==> config.mk <==
export PLATFORM = sky130hd
export DESIGN_NAME = cmos_pixel_packer
export DESIGN_NICKNAME = d
export VERILOG_FILES = /design/src/rtl/cmos_pkg.sv /design/src/rtl/cmos_sync_edge.sv /design/src/rtl/cmos_pixel_packer.sv
export SDC_FILE = /design/constraint.sdc
export NUM_CORES = 1
export LEC_CHECK = 0
export BUFFER_PORTS_ARGS = -buffer_cell sky130_fd_sc_hd__clkbuf_2
export CAP_MARGIN = 10
export CORE_MARGIN = 2
export CORE_UTILIZATION = 60
export CTS_CLUSTER_DIAMETER = 40
export DETAILED_ROUTE_END_ITERATION = 8
export GPL_ROUTABILITY_DRIVEN = 0
export PLACE_DENSITY = 0.84
export SYNTH_ARGS = -nofsm -noshare
export SYNTH_HDL_FRONTEND = slang
export SYNTH_SLANG_ARGS = --single-unit
==> constraint.sdc <==
create_clock -name clk -period 3.4 [get_ports clk]
set_input_delay 0.34 -clock clk [delete_from_list [all_inputs] [get_ports clk]]
set_output_delay 0.34 -clock clk [all_outputs]
set_load 0.01 [all_outputs]
==> src/rtl/cmos_pkg.sv <==
// Shared types and default geometry for the CMOS camera capture path.
// Sized for an 800x480 RGB565 sensor stream.
package cmos_pkg;

  typedef enum logic [1:0] {
    WAIT_SYNC = 2'd0,
    SKIP      = 2'd1,
    ACTIVE    = 2'd2
  } cap_state_t;

  localparam int DEF_IMG_WIDTH  = 800;
  localparam int DEF_IMG_HEIGHT = 480;
  localparam int DEF_FRAME_WAIT = 10;

endpackage

==> src/rtl/cmos_sync_edge.sv <==
// Single register stage for a sensor strobe, with rise/fall pulses
// derived from the registered copy.
module cmos_sync_edge (
  input  logic clk,
  input  logic rst_n,
  input  logic d,
  output logic q,
  output logic rise,
  output logic fall
);

  logic q_d;

  always_ff @(posedge clk or negedge rst_n) begin
    if (!rst_n) begin
      q   <= 1'b0;
      q_d <= 1'b0;
    end else begin
      q   <= d;
      q_d <= q;
    end
  end

  assign rise = q & ~q_d;
  assign fall = ~q & q_d;

endmodule

==> src/rtl/cmos_pixel_packer.sv <==
// Packs CMOS sensor byte pairs into RGB565 pixels, skips settling
// frames and flags frames whose geometry is wrong.
module cmos_pixel_packer
  import cmos_pkg::*;
#(
  parameter int IMG_WIDTH  = DEF_IMG_WIDTH,
  parameter int IMG_HEIGHT = DEF_IMG_HEIGHT,
  parameter int FRAME_WAIT = DEF_FRAME_WAIT
) (
  input  logic        clk,
  input  logic        rst_n,
  input  logic        en,
  input  logic        cmos_vsync,
  input  logic        cmos_href,
  input  logic [7:0]  cmos_din,
  output logic [15:0] pix_data,
  output logic        pix_valid,
  output logic        frame_start,
  output logic        frame_done,
  output logic        frame_ok,
  output logic        frame_err
);

  localparam int TOTAL = IMG_WIDTH * IMG_HEIGHT;
  localparam int PW    = $clog2(TOTAL + 1);
  localparam int CW    = $clog2(IMG_WIDTH + 2);
  localparam int SW    = $clog2(FRAME_WAIT + 2);
  localparam int SKIP_LAST = (FRAME_WAIT > 0) ? FRAME_WAIT - 1 : 0;

  localparam logic [PW-1:0] TOTAL_C  = PW'(TOTAL);
  localparam logic [CW-1:0] WIDTH_C  = CW'(IMG_WIDTH);
  localparam logic [CW-1:0] COL_SAT  = CW'(IMG_WIDTH + 1);
  localparam logic [SW-1:0] SKIP_MAX = SW'(SKIP_LAST);

  logic vsync_q, fe, fb;
  logic href_q, href_rise, href_fall;
  logic [7:0] din_q;

  cap_state_t state, state_nxt;

  logic [SW-1:0] skip_cnt;
  logic [PW-1:0] pix_cnt;
  logic [CW-1:0] col_cnt;
  logic          phase;
  logic [7:0]    held;
  logic          frame_open;

  logic active, start_evt, byte_en, pix_done;
  logic pix_ok, pix_over, line_bad, done_evt;

  cmos_sync_edge u_vsync (
    .clk   (clk),
    .rst_n (rst_n),
    .d     (cmos_vsync),
    .q     (vsync_q),
    .rise  (fe),
    .fall  (fb)
  );

  cmos_sync_edge u_href (
    .clk   (clk),
    .rst_n (rst_n),
    .d     (cmos_href),
    .q     (href_q),
    .rise  (href_rise),
    .fall  (href_fall)
  );

  always_ff @(posedge clk or negedge rst_n) begin
    if (!rst_n) din_q <= 8'd0;
    else        din_q <= cmos_din;
  end

  always_ff @(posedge clk or negedge rst_n) begin
    if (!rst_n) state <= WAIT_SYNC;
    else        state <= state_nxt;
  end

  always_comb begin
    state_nxt = state;
    if (!en) begin
      state_nxt = WAIT_SYNC;
    end else begin
      unique case (state)
        WAIT_SYNC:
          if (fb) state_nxt = (FRAME_WAIT == 0) ? ACTIVE : SKIP;
        SKIP:
          if (fb && skip_cnt == SKIP_MAX) state_nxt = ACTIVE;
        ACTIVE:
          state_nxt = ACTIVE;
        default:
          state_nxt = WAIT_SYNC;
      endcase
    end
  end

  // A pixel finishing on the fb cycle is left over from blanking.
  always_comb begin
    active    = en && (state == ACTIVE);
    start_evt = fb && (state_nxt == ACTIVE);
    byte_en   = href_q && !vsync_q;
    pix_done  = byte_en && phase && !fb;
    pix_ok    = active && pix_done && (pix_cnt != TOTAL_C);
    pix_over  = active && pix_done && (pix_cnt == TOTAL_C);
    line_bad  = active && href_fall && !vsync_q &&
                (phase || col_cnt != WIDTH_C);
    done_evt  = active && fe && frame_open;
  end

  always_ff @(posedge clk or negedge rst_n) begin
    if (!rst_n) begin
      skip_cnt <= '0;
    end else if (!en || state != SKIP) begin
      skip_cnt <= '0;
    end else if (fb) begin
      skip_cnt <= skip_cnt + SW'(1);
    end
  end

  always_ff @(posedge clk or negedge rst_n) begin
    if (!rst_n) begin
      phase <= 1'b0;
      held  <= 8'd0;
    end else begin
      if (start_evt || !href_q) phase <= 1'b0;
      else if (!vsync_q)        phase <= ~phase;
      if (byte_en && !phase)    held  <= din_q;
    end
  end

  always_ff @(posedge clk or negedge rst_n) begin
    if (!rst_n) begin
      pix_cnt    <= '0;
      col_cnt    <= '0;
      frame_open <= 1'b0;
    end else begin
      if (start_evt)   pix_cnt <= '0;
      else if (pix_ok) pix_cnt <= pix_cnt + PW'(1);
      if (start_evt || href_rise)
        col_cnt <= '0;
      else if (pix_done && col_cnt != COL_SAT)
        col_cnt <= col_cnt + CW'(1);
      if (start_evt)         frame_open <= 1'b1;
      else if (!active || fe) frame_open <= 1'b0;
    end
  end

  always_ff @(posedge clk or negedge rst_n) begin
    if (!rst_n) begin
      pix_data    <= 16'd0;
      pix_valid   <= 1'b0;
      frame_start <= 1'b0;
      frame_done  <= 1'b0;
      frame_ok    <= 1'b0;
      frame_err   <= 1'b0;
    end else begin
      pix_valid   <= pix_ok;
      frame_start <= start_evt;
      frame_done  <= done_evt;
      if (pix_ok)
        pix_data <= {held, din_q};
      if (done_evt)
        frame_ok <= (pix_cnt == TOTAL_C) && !frame_err;
      if (start_evt)
        frame_err <= 1'b0;
      else if (pix_over || line_bad)
        frame_err <= 1'b1;
    end
  end

endmodule

==> results of run 1 <==
-- metrics by stage --
stage / setup slack, ns / hold WS, ns / area (sq um) / util, % / total power (uW)
after floorplan: 1.45 / 0.0444 / 3580 / - / 1030
after global placement: 1.19 / 0.439 / 3740 / 63.9 / 1060
after detailed placement: 1.08 / 0.450 / 3740 / 63.9 / 1070
after CTS: 1.08 / 0.0699 / 3950 / 67.6 / 1810
after global routing: 0.953 / 0.0608 / 3950 / 67.6 / 1860
final: 1.11 / 0.0844 / 3950 / 67.6 / 1790
-- placed cells by master (no fill, tap or decap), drive strengths merged, types with 3 or more instances in the layout --
master / instances
dfrtp: 78
clkbuf: 42
nor2: 24
mux2: 24
nand3: 18
inv: 18
a21oi: 12
xnor2: 12
o21ai: 11
nand2: 7
ha: 7
nor3: 7
nand4: 7
nor4: 6
or4: 6
xor2: 5
mux2i: 5
o31ai: 5
or3: 5
a311oi: 3
and3: 3
-- power groups by stage --
| stage | registers (uW) | logic (uW) | clock network [uW] |
|---|---|---|---|
| after floorplan | 987 | 42.8 | 0 |
| after global placement | 990 | 68.6 | 0 |
| after detailed placement | 994 | 71.5 | 0 |
| after CTS | 976 | 71.9 | 758 |
| after global routing | 979 | 80.3 | 799 |
| final | 975 | 69.6 | 743 |
-- registers in the layout, indices dropped and copies added (netlist names) --
register and cells:
col_cnt 10, din_q 8, frame_done 1, frame_err 1, frame_ok 1, frame_open 1
frame_start 1, held 8, phase 1, pix_cnt 19, pix_data 16, pix_valid 1
skip_cnt 4, state 2, u_href.q 1, u_href.q_d 1, u_vsync.q 1, u_vsync.q_d 1
-- cells by family after synthesis --
| kind of cell | share of synthesized area (%) |
|---|---|
| buf+inv | 4.43 |
| xor+xnor | 4.15 |
| flops | 54.5 |
| simple gates | 17.2 |
| mux | 9.67 |
| compound gates | 7.65 |
| fa+ha+maj | 2.44 |
-- path summary, 6_finish.rpt --
check / startpoint / endpoint / slack, ns / cells after the start
min in group asynchronous: rst_n / skip_cnt[3] / 0.12 / 1
setup reg to reg: pix_cnt[0] / pix_data[6] / 1.11 / 6
max in group asynchronous: rst_n / pix_cnt[11] / 2.67 / 1
hold / removal: cmos_din[5] / din_q[5] / 0.08 / 1
setup / recovery: pix_cnt[0] / pix_data[6] / 1.11 / 6
hold reg to reg: u_href.q / u_href.q_d / 0.47 / 0
-- final cells by class --
type	instances	area [sq um]	share of cell area [%]
clock buffers	10	138	3.48
clock inverters	6	76.3	1.93
inverters	14	52.6	1.33
multi-input cells	191	1470	37.3
flip-flops and latches	78	1950	49.4
well taps	75	93.8	2.37
repair buffers	33	168	4.24
-- routing by layer --
layer	up-vias	part of all wire [%]	GRT usage (%)
li1	1125	-	-
met1	1166	44	29.0
met2	52	51	34.1
met3	11	3.3	4.11
met4	0	2.0	11.9
met5	-	0	0
==> impl_metrics.json, run 1 <==
{
  "outcome": "finished, final reports clean",
  "layout-drive-gt1-share_pct": 25.6,
  "hpwl_mm": 4.18,
  "power_frac_comb_pct": 3.9,
  "leakage_uw": 0.00186,
  "hp-class": "primary input to register",
  "grt_pass1_vias": 2259,
  "cts_hold_buf": 0,
  "n_fill_cell": 396,
  "crit_fanout": 19,
  "maxCapViolCount": 0,
  "slew_headroom_pct": 37.4,
  "die_x_um": 81.3,
  "grt.overflow.total": 0,
  "cts_tree": "yes",
  "grt_setup_unrepaired": "no",
  "cts_buffers": 9,
  "grt_max_degree": 79,
  "antenna_found_initial": 0,
  "p_sw_share_pct": 24.0,
  "htreeDepth": 3,
  "wl_per_cell_um": 15.4,
  "setup_viol": 0,
  "clock_skew_ns": 0.00613,
  "vdd.ir_drop.worst_mv": 0.335,
  "path_clk_slew_ns": 0.09,
  "p_sw_uw": 429,
  "syn_avg_cell_area_sq_um": 12.3,
  "postCtsSetupBuffers": 0,
  "die_area_sq_mm": 0.00661,
  "syn_inst": 292,
  "cts_buffer_depth": 2,
  "fin_cells": 407,
  "p_per_area_mw_per_mm2": 452,
  "yosys.cell_types.count": 54,
  "synth_top_area_share_pct": 54.5,
  "drt_pass1_iterations": 4,
  "remaining_drc_errors": 0,
  "worstSetupPathType": "register to register",
  "io_pins": 34,
  "synth_area_sq_mm": 0.00358,
  "worstPathRequired_ns": 3.64,
  "die_y_um": 81.3,
  "final_hold_viol_count": 0,
  "yosysTopAreaCell": "dfrtp_1",
  "cp_slowest_cell": "o21ai_4",
  "yosysSeqAreaShare_pct": 54.5,
  "area_growth_pct": 10.3,
  "ant_nets": 0,
  "synth_seq_cells": 78,
  "netlist_top_cells_area": "dfrtp_1, mux2_2, mux2_4",
  "slowest_delay_ns": 0.66,
  "drtIter0Drc": 174,
  "clock_latency_ns": 0.35,
  "crit_family": "compound AO/OA/AOI/OAI gates",
  "portBuffers": 33,
  "synth_nets": 312,
  "fin_crit_ns": 2.29,
  "rows": 28,
  "cts-resized-gates": 0,
  "critical_path_arrival_ns": 2.53,
  "internal_power_uw": 1360,
  "viasPerCell": 5.78,
  "tightest_slew_ns": 0.939,
  "wirelength_mm": 6.27,
  "diodes": 0,
  "fmax_mhz": 436,
  "vias": 2354,
  "fin_setup_tns_ns": 0,
  "grt_pass1_wl_mm": 10.7,
  "start_kind": "register",
  "ys.flop_type": "dfrtp_1",
  "post-place-cells": 391,
  "root_buffer": "clkbuf_8",
  "ys.warnings.count": 0,
  "path_cells": "inv_1 -> ha_1 -> nor4bb_1 -> nand4_1 -> o21ai_4 -> mux2_2",
  "cts.sinks": 78,
  "nets": 347,
  "cp-end-kind": "register",
  "fin_crit_sh_pct": 67.5,
  "async_reset_ff_share_pct": 100,
  "synthTopCellsByCount": "dfrtp_1, nor2_1, mux2_2",
  "fp.coreArea_sq_mm": 0.00585,
  "critical_path_buf_inv_count": 1,
  "yosysMostFrequentCell": "dfrtp_1",
  "report.final.slew_viol_count": 0,
  "power_frac_clock_pct": 41.5,
  "grtUsageTotal_pct": 21.9,
  "synth-edff-count": 0,
  "start_util_pct": 61.2,
  "pwr-share-seq_pct": 54.6
}
(Power assumes the default switching activity.)
==> run 2: changes to the inputs <==
--- a/config.mk
+++ b/config.mk
@@ -8,11 +8,11 @@
 export BUFFER_PORTS_ARGS = -buffer_cell sky130_fd_sc_hd__clkbuf_2
 export CAP_MARGIN = 10
 export CORE_MARGIN = 2
-export CORE_UTILIZATION = 60
+export CORE_UTILIZATION = 59
 export CTS_CLUSTER_DIAMETER = 40
 export DETAILED_ROUTE_END_ITERATION = 8
 export GPL_ROUTABILITY_DRIVEN = 0
-export PLACE_DENSITY = 0.84
+export PLACE_DENSITY = 0.82
 export SYNTH_ARGS = -nofsm -noshare
 export SYNTH_HDL_FRONTEND = slang
 export SYNTH_SLANG_ARGS = --single-unit
==> constraint.sdc (replaced) <==
create_clock -name clk -period 2.4 [get_ports clk]
set_input_delay 0.24 -clock clk [delete_from_list [all_inputs] [get_ports clk]]
set_output_delay 0.24 -clock clk [all_outputs]
set_load 0.01 [all_outputs]
==> run 2 against run 1 <==
Cell area grew 3.3%. Register-to-register slack got worse by 0.82 ns. Clock power up 32%. Clock skew is 0.0011 ns higher. Routed wire length is 4.0% higher. Non-clock buffer count up 14. Sequential power grew 42%. Utilization is 1.8 points higher. Largest cell class unchanged.
==> impl_metrics.json, run 2 (same netlist as run 1, synthesis figures left out) <==
{
  "hold-worst-slack_ns": 0.0270,
  "crit_end": "pix_data[1]",
  "grt_setup_unrepaired": "no",
  "drtIter0Drc": 138,
  "multi_input_area_sq_mm": 0.00147,
  "ant_nets": 0,
  "final_cell_mix": "dfrtp_1, clkbuf_2, nor2_1, mux2_2, nand3_1",
  "grt_pass1_wl_mm": 11.4,
  "p_sw_uw": 559,
  "critical_path_arrival_ns": 2.34,
  "reg_top3": "pix_cnt x19, pix_data x16, col_cnt x10",
  "largest_reg_flops": 19,
  "tightest_slew_ns": 0.959,
  "rr_endpoint": "pix_data[1]",
  "report.final.slew_viol_count": 0,
  "clock_latency_ns": 0.35,
  "cts_buffers": 9,
  "grt_max_degree": 79,
  "power_frac_clock_pct": 39.7,
  "die_y_um": 81.9,
  "diodes": 0,
  "fin_crit_sh_pct": 88.0,
  "clock_skew_ns": 0.00722,
  "die_x_um": 81.9,
  "fin_setup_tns_ns": 0,
  "antenna_found_initial": 0,
  "wirelength_mm": 6.52,
  "maxCapViolCount": 0,
  "cts_tree": "yes",
  "crit_start": "pix_cnt[0]",
  "postCtsSetupBuffers": 0,
  "leakage_uw": 0.00191,
  "final_hold_viol_count": 0,
  "rr_startpoint": "pix_cnt[0]",
  "nets": 361,
  "portBuffers": 33,
  "grt_pass1_vias": 2420,
  "setup_viol": 0,
  "start_util_pct": 60.9,
  "cts_buffer_depth": 2,
  "layout-drive-gt1-share_pct": 25.4,
  "rr_worst_depth": 7,
  "area_growth_pct": 13.9,
  "fmax_mhz": 473,
  "start_kind": "register",
  "p_sw_share_pct": 22.6,
  "fin_crit_ns": 2.11,
  "hpwl_mm": 4.29,
  "cp-end-kind": "register",
  "drt_pass1_iterations": 4,
  "rows": 28,
  "root_buffer": "clkbuf_8",
  "die_area_sq_mm": 0.00671,
  "p_per_area_mw_per_mm2": 606,
  "pwr-share-seq_pct": 55.8,
  "hp-class": "primary input to asynchronous set/reset pin",
  "worst-r2r-setup-slack_ns": 0.29,
  "cts-resized-gates": 0,
  "power_frac_comb_pct": 4.5,
  "htreeDepth": 3,
  "internal_power_uw": 1920,
  "grtUsageTotal_pct": 22.7,
  "worstPathRequired_ns": 2.63,
  "grt.overflow.total": 0,
  "crit_fanout": 19,
  "path_clk_slew_ns": 0.07,
  "regArea_sq_mm": 0.00195,
  "final_common_cell": "dfrtp_1",
  "n_fill_cell": 414,
  "vias": 2421,
  "vdd.ir_drop.worst_mv": 0.439,
  "remaining_drc_errors": 0,
  "wl_per_cell_um": 15.5,
  "worstSetupPathType": "register to register",
  "io_pins": 34,
  "max_flop_register": "pix_cnt",
  "outcome": "finished, final reports clean",
  "cts.sinks": 78,
  "viasPerCell": 5.75,
  "slew_headroom_pct": 36.1,
  "fp.coreArea_sq_mm": 0.00589
}
[run 2: layout make-up]
type	count	share of cell area, %
Sequential cell	78	47.8
Multi-Input combinational cell	191	36.1
Timing Repair Buffer	47	7.60
Clock buffer	11	3.46
Tap cell	75	2.30
Clock inverter	5	1.44
Inverter	14	1.29
[run 2: critical path, cell delays in order (launching register included)]
cell,delay [ns]
dfrtp_1,0.42
inv_1,0.07
ha_1,0.14
nor4bb_1,0.30
nand4_1,0.28
o21ai_4,0.23
buf_12,0.19
mux2_2,0.35
[run 2: worst min-delay path by stage]
stage	start	endpoint	slack, ns	cells past startpoint
floorplan	rst_n	col_cnt[0]	-0.06	0
finish	rst_n	pix_cnt[9]	0.03	1
global route	rst_n	pix_cnt[9]	0.13	1
global placement	cmos_din[6]	din_q[6]	0.35	1
detailed placement	cmos_din[1]	din_q[1]	0.35	1
CTS	rst_n	held[6]	0.07	1
[run 2: stage by stage]
step | cells | setup WS, ns | power, uW | area [sq um] | util, %
floorplan | 292 | 0.450 | 1460 | 3580 | -
global placement | 395 | 0.484 | 1500 | 3780 | 64.2
detailed placement | 395 | 0.310 | 1510 | 3780 | 64.2
CTS | 421 | 0.291 | 2510 | 4080 | 69.3
global route | 421 | 0.109 | 2580 | 4080 | 69.3
finish | 421 | 0.287 | 2470 | 4080 | 69.3
[run 2: power by group through the flow]
stage	Combinational (uW)	Sequential [uW]	Clock, uW
finish	113	1380	982
CTS	116	1380	1010
floorplan	60.6	1400	0
global route	130	1390	1060
detailed placement	102	1410	0
global placement	97.5	1400	0
[run 2: what timing repair did]
action | in CTS | in global routing
endpoints found under the hold margin | 10 | 0
setup endpoints to repair | 0 | 0
hold buffers | 10 | 0
[run 2: metal layers]
layer  share of wire, %  vias up  routed length, um  track usage [%]
li1                   -     1157                  -                -
met1                 44     1202               2840             29.1
met2                 51       54               3350             36.7
met3                3.7        8                241             6.81
met4                1.4        0                 89             8.17
met5                  0        -                  0                0
==> run 3: changes to the inputs <==
--- a/config.mk
+++ b/config.mk
@@ -8,11 +8,11 @@
 export BUFFER_PORTS_ARGS = -buffer_cell sky130_fd_sc_hd__clkbuf_2
 export CAP_MARGIN = 10
 export CORE_MARGIN = 2
-export CORE_UTILIZATION = 59
+export CORE_UTILIZATION = 37
 export CTS_CLUSTER_DIAMETER = 40
 export DETAILED_ROUTE_END_ITERATION = 8
 export GPL_ROUTABILITY_DRIVEN = 0
-export PLACE_DENSITY = 0.82
+export PLACE_DENSITY = 0.57
 export SYNTH_ARGS = -nofsm -noshare
 export SYNTH_HDL_FRONTEND = slang
 export SYNTH_SLANG_ARGS = --single-unit
==> run 3 against run 2 <==
Non-clock buffer count rose by 4. Combinational power grew 5%. Final cell count increased by 14%. Register-to-register slack better by 0.05 ns. Sequential share of layout area is 1.3 points lower. Clock power about the same. Clock-buffer cell count decreased by 2. Cell area rose by 2.8%. Critical path type unchanged.
==> impl_metrics.json, run 3 (same netlist as run 1, synthesis figures left out) <==
{
  "placed_area_sq_mm": 0.00388,
  "critical_path_buf_inv_count": 2,
  "wl_per_cell_um": 13.9,
  "grt_max_degree": 43,
  "nets": 365,
  "cts_tree": "yes",
  "crit_family": "simple AND/OR/NAND/NOR gates",
  "cts_buffer_depth": 2,
  "largest_reg_flops": 19,
  "crit_fanout": 19,
  "cts-resized-gates": 0,
  "cts_buffers": 9,
  "worstSetupPathType": "register to register",
  "grtUsageMet2_pct": 23.0,
  "die_y_um": 102,
  "maxCapViolCount": 0,
  "worstPathRequired_ns": 2.62,
  "grtUsageMet1_pct": 18.5,
  "start_util_pct": 38.4,
  "setup_viol": 0,
  "cts.sinks": 78,
  "p_per_area_mw_per_mm2": 599,
  "slew_headroom_pct": 61.7,
  "start_kind": "register",
  "cts_hold_buf": 11,
  "postCtsSetupBuffers": 0,
  "vdd.ir_drop.worst_mv": 0.446,
  "vias": 2363,
  "hp-class": "primary input to register",
  "path_clk_slew_ns": 0.09,
  "cp_slowest_cell": "dfrtp_1",
  "fp.coreArea_sq_mm": 0.00933,
  "final_common_cell": "dfrtp_1",
  "grtUsageTotal_pct": 14.2,
  "grt.overflow.total": 0,
  "hpwl_mm": 4.43,
  "ant_nets": 0,
  "grt_pass1_wl_mm": 11.6,
  "path_cells": "inv_1 -> ha_1 -> nor4bb_1 -> nand4_1 -> o21ai_4 -> buf_12 -> mux2_2",
  "fin_setup_tns_ns": 0,
  "report.final.slew_viol_count": 0,
  "slowest_delay_ns": 0.43,
  "remaining_drc_errors": 0,
  "diodes": 0,
  "antenna_found_initial": 0,
  "critical_path_arrival_ns": 2.29,
  "grt_pass1_vias": 2452,
  "reg_top3": "pix_cnt x19, pix_data x16, col_cnt x10",
  "rows": 35,
  "viasPerCell": 4.93,
  "clock_latency_ns": 0.35,
  "portBuffers": 33,
  "final_cell_mix": "dfrtp_1, clkbuf_2, nor2_1, mux2_2, nand3_1",
  "final_hold_viol_count": 0,
  "io_pins": 34,
  "drtIter0Drc": 81,
  "die_area_sq_mm": 0.0105,
  "design_area_sq_mm": 0.00420,
  "grt_setup_unrepaired": "no",
  "use_met3_pct": 3.35,
  "fin_crit_sh_pct": 86.0,
  "outcome": "finished, final reports clean",
  "drt_pass1_iterations": 4,
  "layout-drive-gt1-share_pct": 26.3,
  "fin_crit_ns": 2.06,
  "root_buffer": "clkbuf_8",
  "htreeDepth": 3,
  "wirelength_mm": 6.64,
  "tightest_slew_ns": 0.574,
  "leakage_uw": 0.00193,
  "max_flop_register": "pix_cnt",
  "clock_skew_ns": 0.0149,
  "area_growth_pct": 17.1,
  "fmax_mhz": 484,
  "cp-end-kind": "register",
  "busiest_layer": "met2",
  "die_x_um": 102
}
==> run 3: metrics by stage <==
| step | util (%) | total power (uW) | setup slack (ns) | hold slack (ns) | cells |
|---|---|---|---|---|---|
| after floorplan | - | 1460 | 0.450 | -0.0556 | 292 |
| after global placement | 41.6 | 1510 | 0.445 | 0.282 | 452 |
| after detailed placement | 41.6 | 1510 | 0.369 | 0.286 | 452 |
| after CTS | 45.0 | 2550 | 0.327 | 0.138 | 479 |
| after global routing | 45.0 | 2610 | 0.197 | 0.164 | 479 |
| final | 45.0 | 2510 | 0.336 | 0.145 | 479 |
==> run 3: tightest hold or removal path, cell delays in order <==
cell and delay [ns]:
clkbuf_2 0.11, inv_1 0.05, a2111oi_0 0.05
==> run 3: area by class of cell <==
class                   count  area, sq um
clock buffers               9          124
multi-input cells         191         1470
fillers                   859         5130
repair buffers             51          355
flip-flops and latches     78         1950
inverters                  14         52.6
clock inverters             7         78.8
well taps                 129          161
==> run 3: report_power, final <==
group	internal, uW	total [uW]	switching (uW)
registers	1350	1380	26.9
logic	59.5	119	59.1
clock network	491	1010	523
==> run 3: final timing paths <==
| path | depth (start not counted) | endpoint | from | slack (ns) |
|---|---|---|---|---|
| worst min register to register | 0 | u_href.q_d | u_href.q | 0.47 |
| worst max-delay path | 7 | pix_data[15] | pix_cnt[0] | 0.34 |
| max in group asynchronous | 3 | pix_data[4] | rst_n | 1.37 |
| min in group asynchronous | 2 | pix_cnt[2] | rst_n | 0.43 |
| worst max register to register | 7 | pix_data[15] | pix_cnt[0] | 0.34 |
| worst min-delay path | 3 | state[0] | en | 0.14 |
==> run 3: routing by layer <==
metal  share of wire (%)  routed length (um)
met2                  46                3080
met3                 3.4                 227
met5                   0                   0
met4                 1.7                 112
met1                  48                3220
